$ cat src/rtl/proc_dot_sequencer.sv
`default_nettype none
// ============================================================================
// Module   : proc_dot_sequencer
// Purpose  : Control/data master for a multiply-accumulate processor. Pops
//            operand pairs from FIFOs A and B, issues them one at a time,
//            holds retro low on the first element of a vector and high on the
//            rest so the processor accumulates, then pushes the final result
//            to the result FIFO.
// Ports    : clk, rst (async, active-high)
//            start            - begin one vector (ignored while busy)
//            a_empty/a_data/a_pop, b_empty/b_data/b_pop - operand FIFOs (FWFT)
//            A, B, enable, retro, out, done             - processor interface
//            res_full/res_push/res_data                 - result FIFO
//            busy, vec_done   - status
// Revision : 1.0 - initial release
// ============================================================================
module proc_dot_sequencer #(
  parameter int DW      = 16,
  parameter int VEC_LEN = 4
) (
  input  logic          clk,
  input  logic          rst,
  input  logic          start,
  input  logic          a_empty,
  input  logic [DW-1:0] a_data,
  output logic          a_pop,
  input  logic          b_empty,
  input  logic [DW-1:0] b_data,
  output logic          b_pop,
  output logic [DW-1:0] A,
  output logic [DW-1:0] B,
  output logic          enable,
  output logic          retro,
  input  logic [DW-1:0] out,
  input  logic          done,
  input  logic          res_full,
  output logic          res_push,
  output logic [DW-1:0] res_data,
  output logic          busy,
  output logic          vec_done
);

  localparam int CW = $clog2(VEC_LEN + 1);

  localparam logic [2:0] S_IDLE  = 3'd0;
  localparam logic [2:0] S_FETCH = 3'd1;
  localparam logic [2:0] S_ISSUE = 3'd2;
  localparam logic [2:0] S_WAIT  = 3'd3;
  localparam logic [2:0] S_STORE = 3'd4;

  logic [2:0]    state_q, state_d;
  logic [CW-1:0] cnt_q, cnt_d;
  logic [DW-1:0] a_q, a_d;
  logic [DW-1:0] b_q, b_d;
  logic [DW-1:0] res_q, res_d;
  logic          vec_done_q, vec_done_d;
  logic          pop_w;
  logic          push_w;

  always_comb begin
    state_d    = state_q;
    cnt_d      = cnt_q;
    a_d        = a_q;
    b_d        = b_q;
    res_d      = res_q;
    vec_done_d = 1'b0;
    pop_w      = 1'b0;
    push_w     = 1'b0;
    case (state_q)
      S_IDLE: begin
        if (start) begin
          state_d = S_FETCH;
          cnt_d   = '0;
        end
      end
      S_FETCH: begin
        // Both FIFOs must have data so the operand pair is popped atomically.
        if (!a_empty && !b_empty) begin
          a_d     = a_data;
          b_d     = b_data;
          pop_w   = 1'b1;
          state_d = S_ISSUE;
        end
      end
      S_ISSUE: begin
        state_d = S_WAIT;
      end
      S_WAIT: begin
        if (done) begin
          res_d   = out;
          cnt_d   = cnt_q + CW'(1);
          state_d = (cnt_q == CW'(VEC_LEN - 1)) ? S_STORE : S_FETCH;
        end
      end
      S_STORE: begin
        if (!res_full) begin
          push_w     = 1'b1;
          vec_done_d = 1'b1;
          state_d    = S_IDLE;
        end
      end
      default: begin
        state_d = S_IDLE;
      end
    endcase
  end

  always_ff @(posedge clk or posedge rst) begin
    if (rst) begin
      state_q    <= S_IDLE;
      cnt_q      <= '0;
      a_q        <= '0;
      b_q        <= '0;
      res_q      <= '0;
      vec_done_q <= 1'b0;
    end else begin
      state_q    <= state_d;
      cnt_q      <= cnt_d;
      a_q        <= a_d;
      b_q        <= b_d;
      res_q      <= res_d;
      vec_done_q <= vec_done_d;
    end
  end

  // Strobes decode straight from the state register so that an asynchronous
  // reset clears them immediately.
  assign a_pop    = pop_w;
  assign b_pop    = pop_w;
  assign A        = a_q;
  assign B        = b_q;
  assign enable   = (state_q == S_ISSUE);
  assign retro    = ((state_q == S_ISSUE) || (state_q == S_WAIT)) && (cnt_q != '0);
  assign res_push = push_w;
  assign res_data = res_q;
  assign busy     = (state_q != S_IDLE);
  assign vec_done = vec_done_q;

endmodule
`default_nettype wire

$ cat config.mk
export PLATFORM = sky130hd
export DESIGN_NAME = proc_dot_sequencer
export DESIGN_NICKNAME = d
export VERILOG_FILES = /design/src/rtl/proc_dot_sequencer.sv
export SDC_FILE = /design/constraint.sdc
export NUM_CORES = 1
export LEC_CHECK = 0
export ABC_AREA = 1
export CORE_MARGIN = 4
export CORE_UTILIZATION = 41
export DETAILED_ROUTE_END_ITERATION = 6
export PLACE_DENSITY_LB_ADDON = 0.12
export SETUP_SLACK_MARGIN = 0.4
export SLEW_MARGIN = 20
export SYNTH_ARGS = -nofsm -noshare
export SYNTH_HDL_FRONTEND = slang
export SYNTH_SLANG_ARGS = --single-unit
$ cat constraint.sdc
create_clock -name clk -period 2.12 [get_ports clk]
set_input_delay 0.53 -clock clk [delete_from_list [all_inputs] [get_ports clk]]
set_output_delay 0.53 -clock clk [all_outputs]
set_load 0.01 [all_outputs]
==> metrics.txt, run 1 <==
number of fillers in the final layout 482; CTS sink cnt 55; #FFs+latches synth 55; CP endpoint kind output port; Core ar. 5470 um2; Mapped Nets 331; CP required 1590 ps; register area 1380 um2; Max H-tree Level 2; Worst VDD drop 0.549 mV; post-route ant nets 0; # nets final 460; Synth warnings 0; WP buf/inv 3; status finished clean; synth unique cells 19; CP Class reg -> out; DRC 0; clk slew on worst S/H paths 100 ps; clock latency on the worst-skew pair 300 ps; Hold Crit Class reg -> reg; Post-synth EDFFs 0; TritonCTS clock tree built; hold violation total from the final report 0; pwr/cell area 1190 nW/um2; DR pass1 iterations 4; synthesized instance count 273; fmax 552 MHz; Tot GR Track Use 16.8%; utilization after layout 67.4%; Num CTS Buffers 5; endpoints failing setup 0; delay-heaviest family, CP flip-flops; I/O pin cnt 110; DR WL/cell 11.9 um; max-slew violations 0; Die Ht 83.0 um; DR iter-0 viols 71; Lkg Pwr 2.03 nW; Antenna Cells 0; worst-path cell chain buf_6 -> nor2_4 -> nand4_4 -> inv_4 -> buf_6; fraction of registers with async set or reset after synthesis 100%; initial antenna violation count 0; final RePlAce weighted congestion 0.823; Critical Path Source Type register; unrepaired setup endpoints after global routing yes; Initial Util 42.1%; critical path fanouts, max 3; critical path data arrival time 1280 ps; Avg Cell Area, Syn 8.44 um2; period utilisation layout 85.4%; worst clock skew 7.10 ps; Worst-Margin Slew 322 ps; Worst slew margin 78.5%; pre-CTS setup slack -278 ps; layout cells sized above 1 13.4%; Post-DP HPWL 3980 um; Bufs on Longest Clock Path 2; total gr overflow 0; total wire length 5670 um; Root Buffer clkbuf_8; Vias/cell 4.46; FF-to-FF setup slack 690 ps; synth-to-layout area growth 60.2%; area of the multi-input gates 826 um2; TNS Setup 0 ps; IO Port Bufs 109; total number of vias 2118; largest net degree at the start of global routing 56; Post-Syn Area 2300 um2; Worst path max stage delay 430 ps; setup ws final 309 ps; maxcap violations 0; Seq/Total Area, Yosys 59.8%; die area 6880 um2; FP Rows 27; Crit-path slowest cell dfrtp_1; number of global-route vias before repair 2090; Most used DFF post-synth dfrtp_1; most frequent CP cell buf_6; first-pass GRT wire length 9540 um; Final min period 1810 ps; Die Width 83.0 um
## synthesized netlist by cell type (3+ instances only)
cell	count	area share, %
nand2_1	170	28
ha_1	3	1.6
buf_6	4	2.0
buf_2	4	0.87
dfrtp_1	55	60
inv_2	3	0.49
nand3_1	3	0.65
inv_1	15	2.4
nor2_1	6	0.98
## per-layer routing
metal,vias to the layer above,routed length [um],global-route usage (%)
met4,0,52,4.61
met3,6,473,5.75
li1,1072,-,-
met2,77,2610,27.8
met5,-,0,0
met1,963,2530,20.9
## logic make-up (layout without fill, tap and decap cells)
group                    Yosys count  after routing  share of synthesized area [%]
AO/OA/AOI/OAI                      3              3                          0.706
adder cells (fa/ha/maj)            3              3                           1.63
buffers and inverters             27            157                           6.08
flip-flops                        55             55                           59.8
AND/OR/NAND/NOR                  185            185                           31.8
## sequential cells by signal, summed over array words and instances, names as in the netlist
register,flops
res_data,16
cnt_q,3
A,16
B,16
state_q,3
vec_done,1
## cells in the final DEF (no fill, tap or decap), drive strengths merged
cell	instances
ha	3
clkinvlp	1
nor4	1
dfrtp	55
bufinv	1
o21ai	1
nand3	3
clkdlybuf4s50	52
nand2	171
a21oi	1
o22ai	1
dlygate4sd2	51
clkbuf	6
buf	28
inv	18
nand4	2
nor2	8
## worst paths after layout
path / from / to / cells past startpoint
hold reg to reg: A[6]$_DFFE_PP0P_ / A[6]$_DFFE_PP0P_ / 2
hold / removal: A[6]$_DFFE_PP0P_ / A[6]$_DFFE_PP0P_ / 2
setup reg to reg: state_q[1]$_DFFE_PP0P_ / vec_done$_DFF_PP0_ / 9
setup / recovery: state_q[2]$_DFFE_PP0P_ / a_pop / 5
max in group asynchronous: rst / state_q[0]$_DFFE_PP0P_ / 3
min in group asynchronous: rst / res_data[12]$_DFFE_PP0P_ / 3
## through the flow
| step | cell area [um2] | total power [mW] | hold slack (ps) | instances |
|---|---|---|---|---|
| detailed placement | 3480 | 3.89 | 464 | 452 |
| global placement | 3480 | 3.86 | 460 | 452 |
| finish | 3690 | 4.38 | 478 | 475 |
| global route | 3690 | 4.76 | 497 | 475 |
| floorplan | 2310 | 2.71 | 449 | 273 |
| CTS | 3650 | 4.40 | 486 | 473 |
## worst register-to-register path: stages (launching register included)
cell	delay, ps
dfrtp_1	380
buf_6	110
buf_6	90
nor4_4	30
buf_4	130
buf_4	120
buf_4	120
buf_4	120
buf_4	120
buf_4	120
## power by group
group / switching, mW / total, mW / leakage (nW) / internal, mW
clock network: 0.336 / 0.693 / 0.0558 / 0.357
registers: 0.232 / 1.73 / 0.693 / 1.50
logic: 1.02 / 1.96 / 1.28 / 0.937
## cell type report
class                           count  area share, %
Clock buffer                        6           1.97
Clock inverter                      2           1.05
Inverter                           18           2.00
Multi-Input combinational cell    191           22.4
Sequential cell                    55           37.3
Tap cell                           72           2.44
Timing Repair Buffer              131           32.8
## timing repair
| item | 4_1_cts | 5_1_grt |
|---|---|---|
| hold buffers | 0 | 0 |
| pin swaps | 4 | 4 |
| buffers inserted | 13 | 2 |
| gates resized for setup | 91 | 7 |
| cloned | 0 | 0 |
| setup endpoints to repair | 54 | 6 |
Power figures use the tool's default switching activity.
==> run 2: changes to the inputs <==
--- a/config.mk
+++ b/config.mk
@@ -7,7 +7,7 @@
 export LEC_CHECK = 0
 export ABC_AREA = 1
 export CORE_MARGIN = 4
-export CORE_UTILIZATION = 41
+export CORE_UTILIZATION = 44
 export DETAILED_ROUTE_END_ITERATION = 6
 export PLACE_DENSITY_LB_ADDON = 0.12
 export SETUP_SLACK_MARGIN = 0.4
@@ -15,3 +15,4 @@
 export SYNTH_ARGS = -nofsm -noshare
 export SYNTH_HDL_FRONTEND = slang
 export SYNTH_SLANG_ARGS = --single-unit
+export TNS_END_PERCENT = 30
==> constraint.sdc (replaced) <==
create_clock -name clk -period 2.2 [get_ports clk]
set_input_delay 0.55 -clock clk [delete_from_list [all_inputs] [get_ports clk]]
set_output_delay 0.55 -clock clk [all_outputs]
set_load 0.01 [all_outputs]
==> run 2 against run 1 <==
Die area shrank 6.2%. Largest power group unchanged. Clock skew fell by 3.6 ps. Clock-buffer cell count rose by 2. Clock power decreased by 14%. Worst hold slack better by 5.9 ps. Core utilization is 4.2 points higher. Register-to-register slack improved by 80 ps.
==> metrics.txt, run 2 (synthesized netlist as in run 1, its figures left out) <==
status finished clean; post-route ant nets 0 (unchanged); total gr overflow 0 (unchanged); Worst-Margin Slew 380 ps (+57.9 ps); most frequent cells in the layout nand2_1 (170), clkdlybuf4s50_1 (99), dfrtp_1 (52); Max H-tree Level 2 (unchanged); Initial Util 45.4% (+3.3 points); critical path fanouts, max 3 (unchanged); PnR Total Power 4.39 mW (+0.13%); clock latency on the worst-skew pair 300 ps (about the same); Antenna Cells 0 (unchanged); total number of vias 2092 (-1.2%); number of global-route vias before repair 2084 (-0.29%); layout cells sized above 1 10.5% (-2.9 points); # nets final 449 (-2.4%); worst clock skew 3.45 ps (-3.65 ps); CTS sink cnt 55 (unchanged); maxcap violations 0 (unchanged); CP endpoint kind output port; TNS Setup 0 ps (unchanged); FP Rows 26 (-3.7%); Core ar. 5070 um2 (-7.3%); Num CTS Buffers 5 (unchanged); utilization after layout 71.7% (+4.2 points); endpoints failing setup 0 (unchanged); final RePlAce weighted congestion 0.826 (+0.34%); pwr/cell area 1210 nW/um2 (+1.6%); hold path depth 2 (unchanged); Bufs on Longest Clock Path 2 (unchanged); unrepaired setup endpoints after global routing yes; worst-path cell chain buf_6 -> inv_4 -> nor4_4 -> buf_2; commonest non-fill, non-tap cell in the layout nand2_1; Die Ht 80.4 um (-3.1%); synth-to-layout area growth 57.9%; CP required 1650 ps (+60 ps); DR WL/cell 12.2 um (+2.6%); r2r worst-path depth 9 (unchanged); die area 6460 um2 (-6.2%); Worst path max stage delay 390 ps (-40 ps); critical path data arrival time 1300 ps (+20 ps); Hold Crit Class reg -> reg; IO Port Bufs 109 (unchanged); period utilisation layout 84.1%; initial antenna violation count 0 (unchanged); Tot GR Track Use 19.1% (+2.3 points); TritonCTS clock tree built; Vias/cell 4.53 (+1.6%); Crit-path slowest cell dfrtp_2; fmax 540 MHz; Post-DP HPWL 4140 um (+3.9%); Lkg Pwr 1.85 nW (-8.9%); Final min period 1850 ps; clk slew on worst S/H paths 90 ps (about the same); max-slew violations 0 (unchanged); Worst slew margin 74.6% (-3.9 points); DR iter-0 viols 93 (+31%); DRC 0 (unchanged); DR pass1 iterations 4 (unchanged); total wire length 5660 um (-0.18%); largest net degree at the start of global routing 41 (-27%); CP Class reg -> out; first-pass GRT wire length 9600 um (+0.65%); hold violation total from the final report 0 (unchanged); Critical Path Source Type register; I/O pin cnt 110 (unchanged); Die Width 80.4 um (-3.1%); Worst VDD drop 0.592 mV (+7.7%); Root Buffer clkbuf_8
## run 2: per-layer routing
layer,wire (um),track usage [%],vias to the layer above
met5,0,0,-
met4,61,5.57,0
met3,489,6.05,7
met2,2690,31.0,73
met1,2420,24.4,963
li1,-,-,1049
## run 2: final timing paths
path,startpoint,to,slack (ps)
worst max-delay path,state_q[2]$_DFFE_PP0P_,res_push,350
worst min-delay path,B[9]$_DFFE_PP0P_,B[9]$_DFFE_PP0P_,480
worst max register to register,state_q[0]$_DFFE_PP0P_,state_q[2]$_DFFE_PP0P_,770
worst min register to register,B[9]$_DFFE_PP0P_,B[9]$_DFFE_PP0P_,480
max in group asynchronous,rst,state_q[2]$_DFFE_PP0P_,1090
min in group asynchronous,rst,res_data[15]$_DFFE_PP0P_,580
## run 2: what timing repair did
action,in CTS,in global routing
resized for setup,39,4
pin swaps,3,2
endpoints found under the setup margin,8,25
buffers inserted,6,0
hold buffers,0,0
## run 2: stage by stage
stage          cell area (um2)  setup slack [ps]  std cells  hold WS, ps
2_1_floorplan             2310               494        273          449
3_3_place_gp              3460              -174        448          461
3_5_place_dp              3460              -222        448          465
4_1_cts                   3630               349        462          489
5_1_grt                   3640               264        462          506
6_report                  3640               349        462          484
## run 2: worst max-delay path: cells and delay by family, from the launching register on
kind	cells	cell delay, ps
buf+inv	3	350
flops	1	390
simple gates	1	270
## run 2: area by class of cell
type | instances | area [um2]
repair buffers | 120 | 1180
fillers | 410 | 1440
flip-flops and latches | 55 | 1380
well taps | 70 | 87.6
multi-input cells | 191 | 808
inverters | 18 | 78.8
clock buffers | 8 | 100
## run 2: report_power, final
group	switching (mW)	leakage [nW]	internal [mW]
Clock	0.309	0.0515	0.288
Sequential	0.252	0.690	1.45
Combinational	0.962	1.11	1.13
==> run 3: changes to the inputs <==
--- a/config.mk
+++ b/config.mk
@@ -7,7 +7,7 @@
 export LEC_CHECK = 0
 export ABC_AREA = 1
 export CORE_MARGIN = 4
-export CORE_UTILIZATION = 44
+export CORE_UTILIZATION = 37
 export DETAILED_ROUTE_END_ITERATION = 6
 export PLACE_DENSITY_LB_ADDON = 0.12
 export SETUP_SLACK_MARGIN = 0.4
==> constraint.sdc (replaced) <==
create_clock -name clk -period 1.5 [get_ports clk]
set_input_delay 0.375 -clock clk [delete_from_list [all_inputs] [get_ports clk]]
set_output_delay 0.375 -clock clk [all_outputs]
set_load 0.01 [all_outputs]
==> run 3 against run 2 <==
The flow now finishes with violations (setup timing). Clock skew rose by 1.9 ps. First-iteration DRC count fell by 31%. Clock power rose by 37%. Cell count rose by 3.7%. Combinational power rose by 55%. Setup slack got worse by 560 ps. Total power rose by 49%. Core utilization fell by 8.6 points. Worst hold slack got worse by 160 ps. Die area rose by 17%. Design area rose by 3.9%. Critical path depth rose by 2.
==> metrics.txt, run 3 (synthesized netlist as in run 1, its figures left out) <==
status finished, violations left; failing checks setup timing; endpoints failing setup 7 (+7); number of fillers in the final layout 541 (+32%); reg-to-reg endpoint res_data[8]$_DFFE_PP0P_; Bufs on Longest Clock Path 2 (unchanged); Placed Instance Area 3550 um2 (+2.6%); Vias/cell 4.44 (-2.0%); Core ar. 5990 um2 (+18%); Reg-to-Reg Start state_q[0]$_DFFE_PP0P_; I/O pin cnt 110 (unchanged); max-slew violations 0 (unchanged); period utilisation layout 114%; fmax 584 MHz; Root Buffer clkbuf_8; hold path depth 2 (unchanged); final RePlAce weighted congestion 0.822 (-0.52%); top layer reached by signal wires met4; CP Class reg -> out; hold path startpoint res_full; Worst VDD drop 0.864 mV (+46%); Die Width 86.9 um (+8.1%); CTS sink cnt 55 (unchanged); critical path fanouts, max 4 (+1); Worst slew margin 86.6% (+12 points); Post-DP HPWL 4410 um (+6.5%); pwr/cell area 1730 nW/um2 (+44%); worst clock skew 5.31 ps (+1.86 ps); first-pass GRT wire length 9980 um (+4.0%); CP required 1120 ps (-530 ps); Die Ht 86.9 um (+8.1%); critical path data arrival time 1340 ps (+40 ps); delay-heaviest family, CP buffers and inverters; met3 wire len 438 um (-10%); Antenna Cells 0 (unchanged); layout cells sized above 1 35.6% (+25 points); DRC 0 (unchanged); clock latency on the worst-skew pair 300 ps (about the same); number of global-route vias before repair 2170 (+4.1%); Final Non-Filler Cells 479 (+3.7%); hold violation total from the final report 0 (unchanged); FP Rows 28 (+7.7%); IO Port Bufs 109 (unchanged); CP endpoint kind output port; Max H-tree Level 2 (unchanged); clk slew on worst S/H paths 90 ps (about the same); commonest non-fill, non-tap cell in the layout nand2_1; WP buf/inv 4 (+1); TritonCTS clock tree built; DR iter-0 viols 64 (-31%); Post-Place Cells 464 (+3.6%); TNS Setup -920 ps (-920 ps); synth-to-layout area growth 64.0%; Lkg Pwr 2.03 nW (+9.8%); unrepaired setup endpoints after global routing yes; Initial Util 38.5% (-6.9 points); maxcap violations 0 (unchanged); Hold Buf Count CTS 0 (unchanged); r2r worst-path depth 10 (+1); total wire length 6380 um (+13%); # nets final 462 (+2.9%); Worst-Margin Slew 200 ps (-180 ps); Worst path max stage delay 380 ps (about the same); FF-to-FF setup slack 0 ps (-770 ps); Num CTS Buffers 5 (unchanged); post-route ant nets 0 (unchanged); post-route cell area 3780 um2 (+3.9%); total number of vias 2125 (+1.6%); Tot GR Track Use 16.6% (-2.5 points); register area 1380 um2 (-0.18%); WP depth 6 (+2); setup ws final -213 ps (-562 ps); total gr overflow 0 (unchanged); area of the multi-input gates 971 um2 (+20%); die area 7550 um2 (+17%); largest net degree at the start of global routing 39 (-4.9%); Final min period 1710 ps; DR WL/cell 13.3 um (+8.8%); Hold Crit Class in -> reg; hold endpoint vec_done$_DFF_PP0_; DR pass1 iterations 4 (unchanged); most frequent cells in the layout nand2_1 (132), dfrtp_1 (54), clkdlybuf4s50_1 (53); Critical Path Source Type register; worst-path cell chain buf_4 -> inv_2 -> nor2_4 -> nand4_4 -> clkinv_4 -> buf_6; initial antenna violation count 0 (unchanged); Metal-1 WL 2640 um (+9.5%); total length of routed met2 wires 3260 um (+21%); Crit-path slowest cell dfrtp_1
## run 3: cell count changes in the layout (fill, tap and decap cells not counted), moves of 3 or more
cell	change
nand2_4	+8
nand2_1	-38
nor2_4	+3
buf_6	+11
inv_4	-3
buf_2	+43
dlygate4sd2_1	-4
nand2_2	+30
clkdlybuf4s50_1	-46
buf_4	+5
## run 3: stage by stage
stage	power [mW]	hold WS, ps	utilization, %	setup slack [ps]
4_1_cts	6.20	471	58.8	-207
2_1_floorplan	3.83	449	-	38.9
3_3_place_gp	5.58	461	59.3	-517
6_report	6.55	319	63.1	-213
5_1_grt	7.06	322	63.1	-285
3_5_place_dp	5.64	464	59.3	-585
## run 3: cell type report
class	count	area share, %
clock buffers	6	2.19
clock inverters	1	0.132
inverters	18	2.22
multi-input cells	191	25.7
flip-flops and latches	55	36.5
well taps	75	2.48
repair buffers	133	30.8
## run 3: how the worst max path moves through the flow
stage / to / startpoint / slack [ps]
2_1_floorplan: b_pop / state_q[2]$_DFFE_PP0P_ / 40
4_1_cts: busy / state_q[0]$_DFFE_PP0P_ / -210
6_report: a_pop / state_q[0]$_DFFE_PP0P_ / -210
5_1_grt: a_pop / state_q[0]$_DFFE_PP0P_ / -280
3_3_place_gp: a_pop / b_empty / -520
3_5_place_dp: res_push / res_full / -590
## run 3: metal layers
metal	up-vias	track usage (%)
li1	1074	-
met1	980	21.2
met2	67	28.4
met3	4	4.26
met4	0	3.40
met5	-	0
## run 3: report_power, final
group	switching, mW	internal (mW)
logic	1.68	1.56
clock network	0.453	0.364
registers	0.379	2.12
total	2.51	4.04
## run 3: what timing repair did
| item | 4_1_cts | 5_1_grt |
|---|---|---|
| endpoints found under the setup margin | 109 | 109 |
| gates resized for setup | 252 | 61 |
| setup buffers | 4 | 2 |
| cloned | 0 | 2 |
| pin swaps | 7 | 9 |
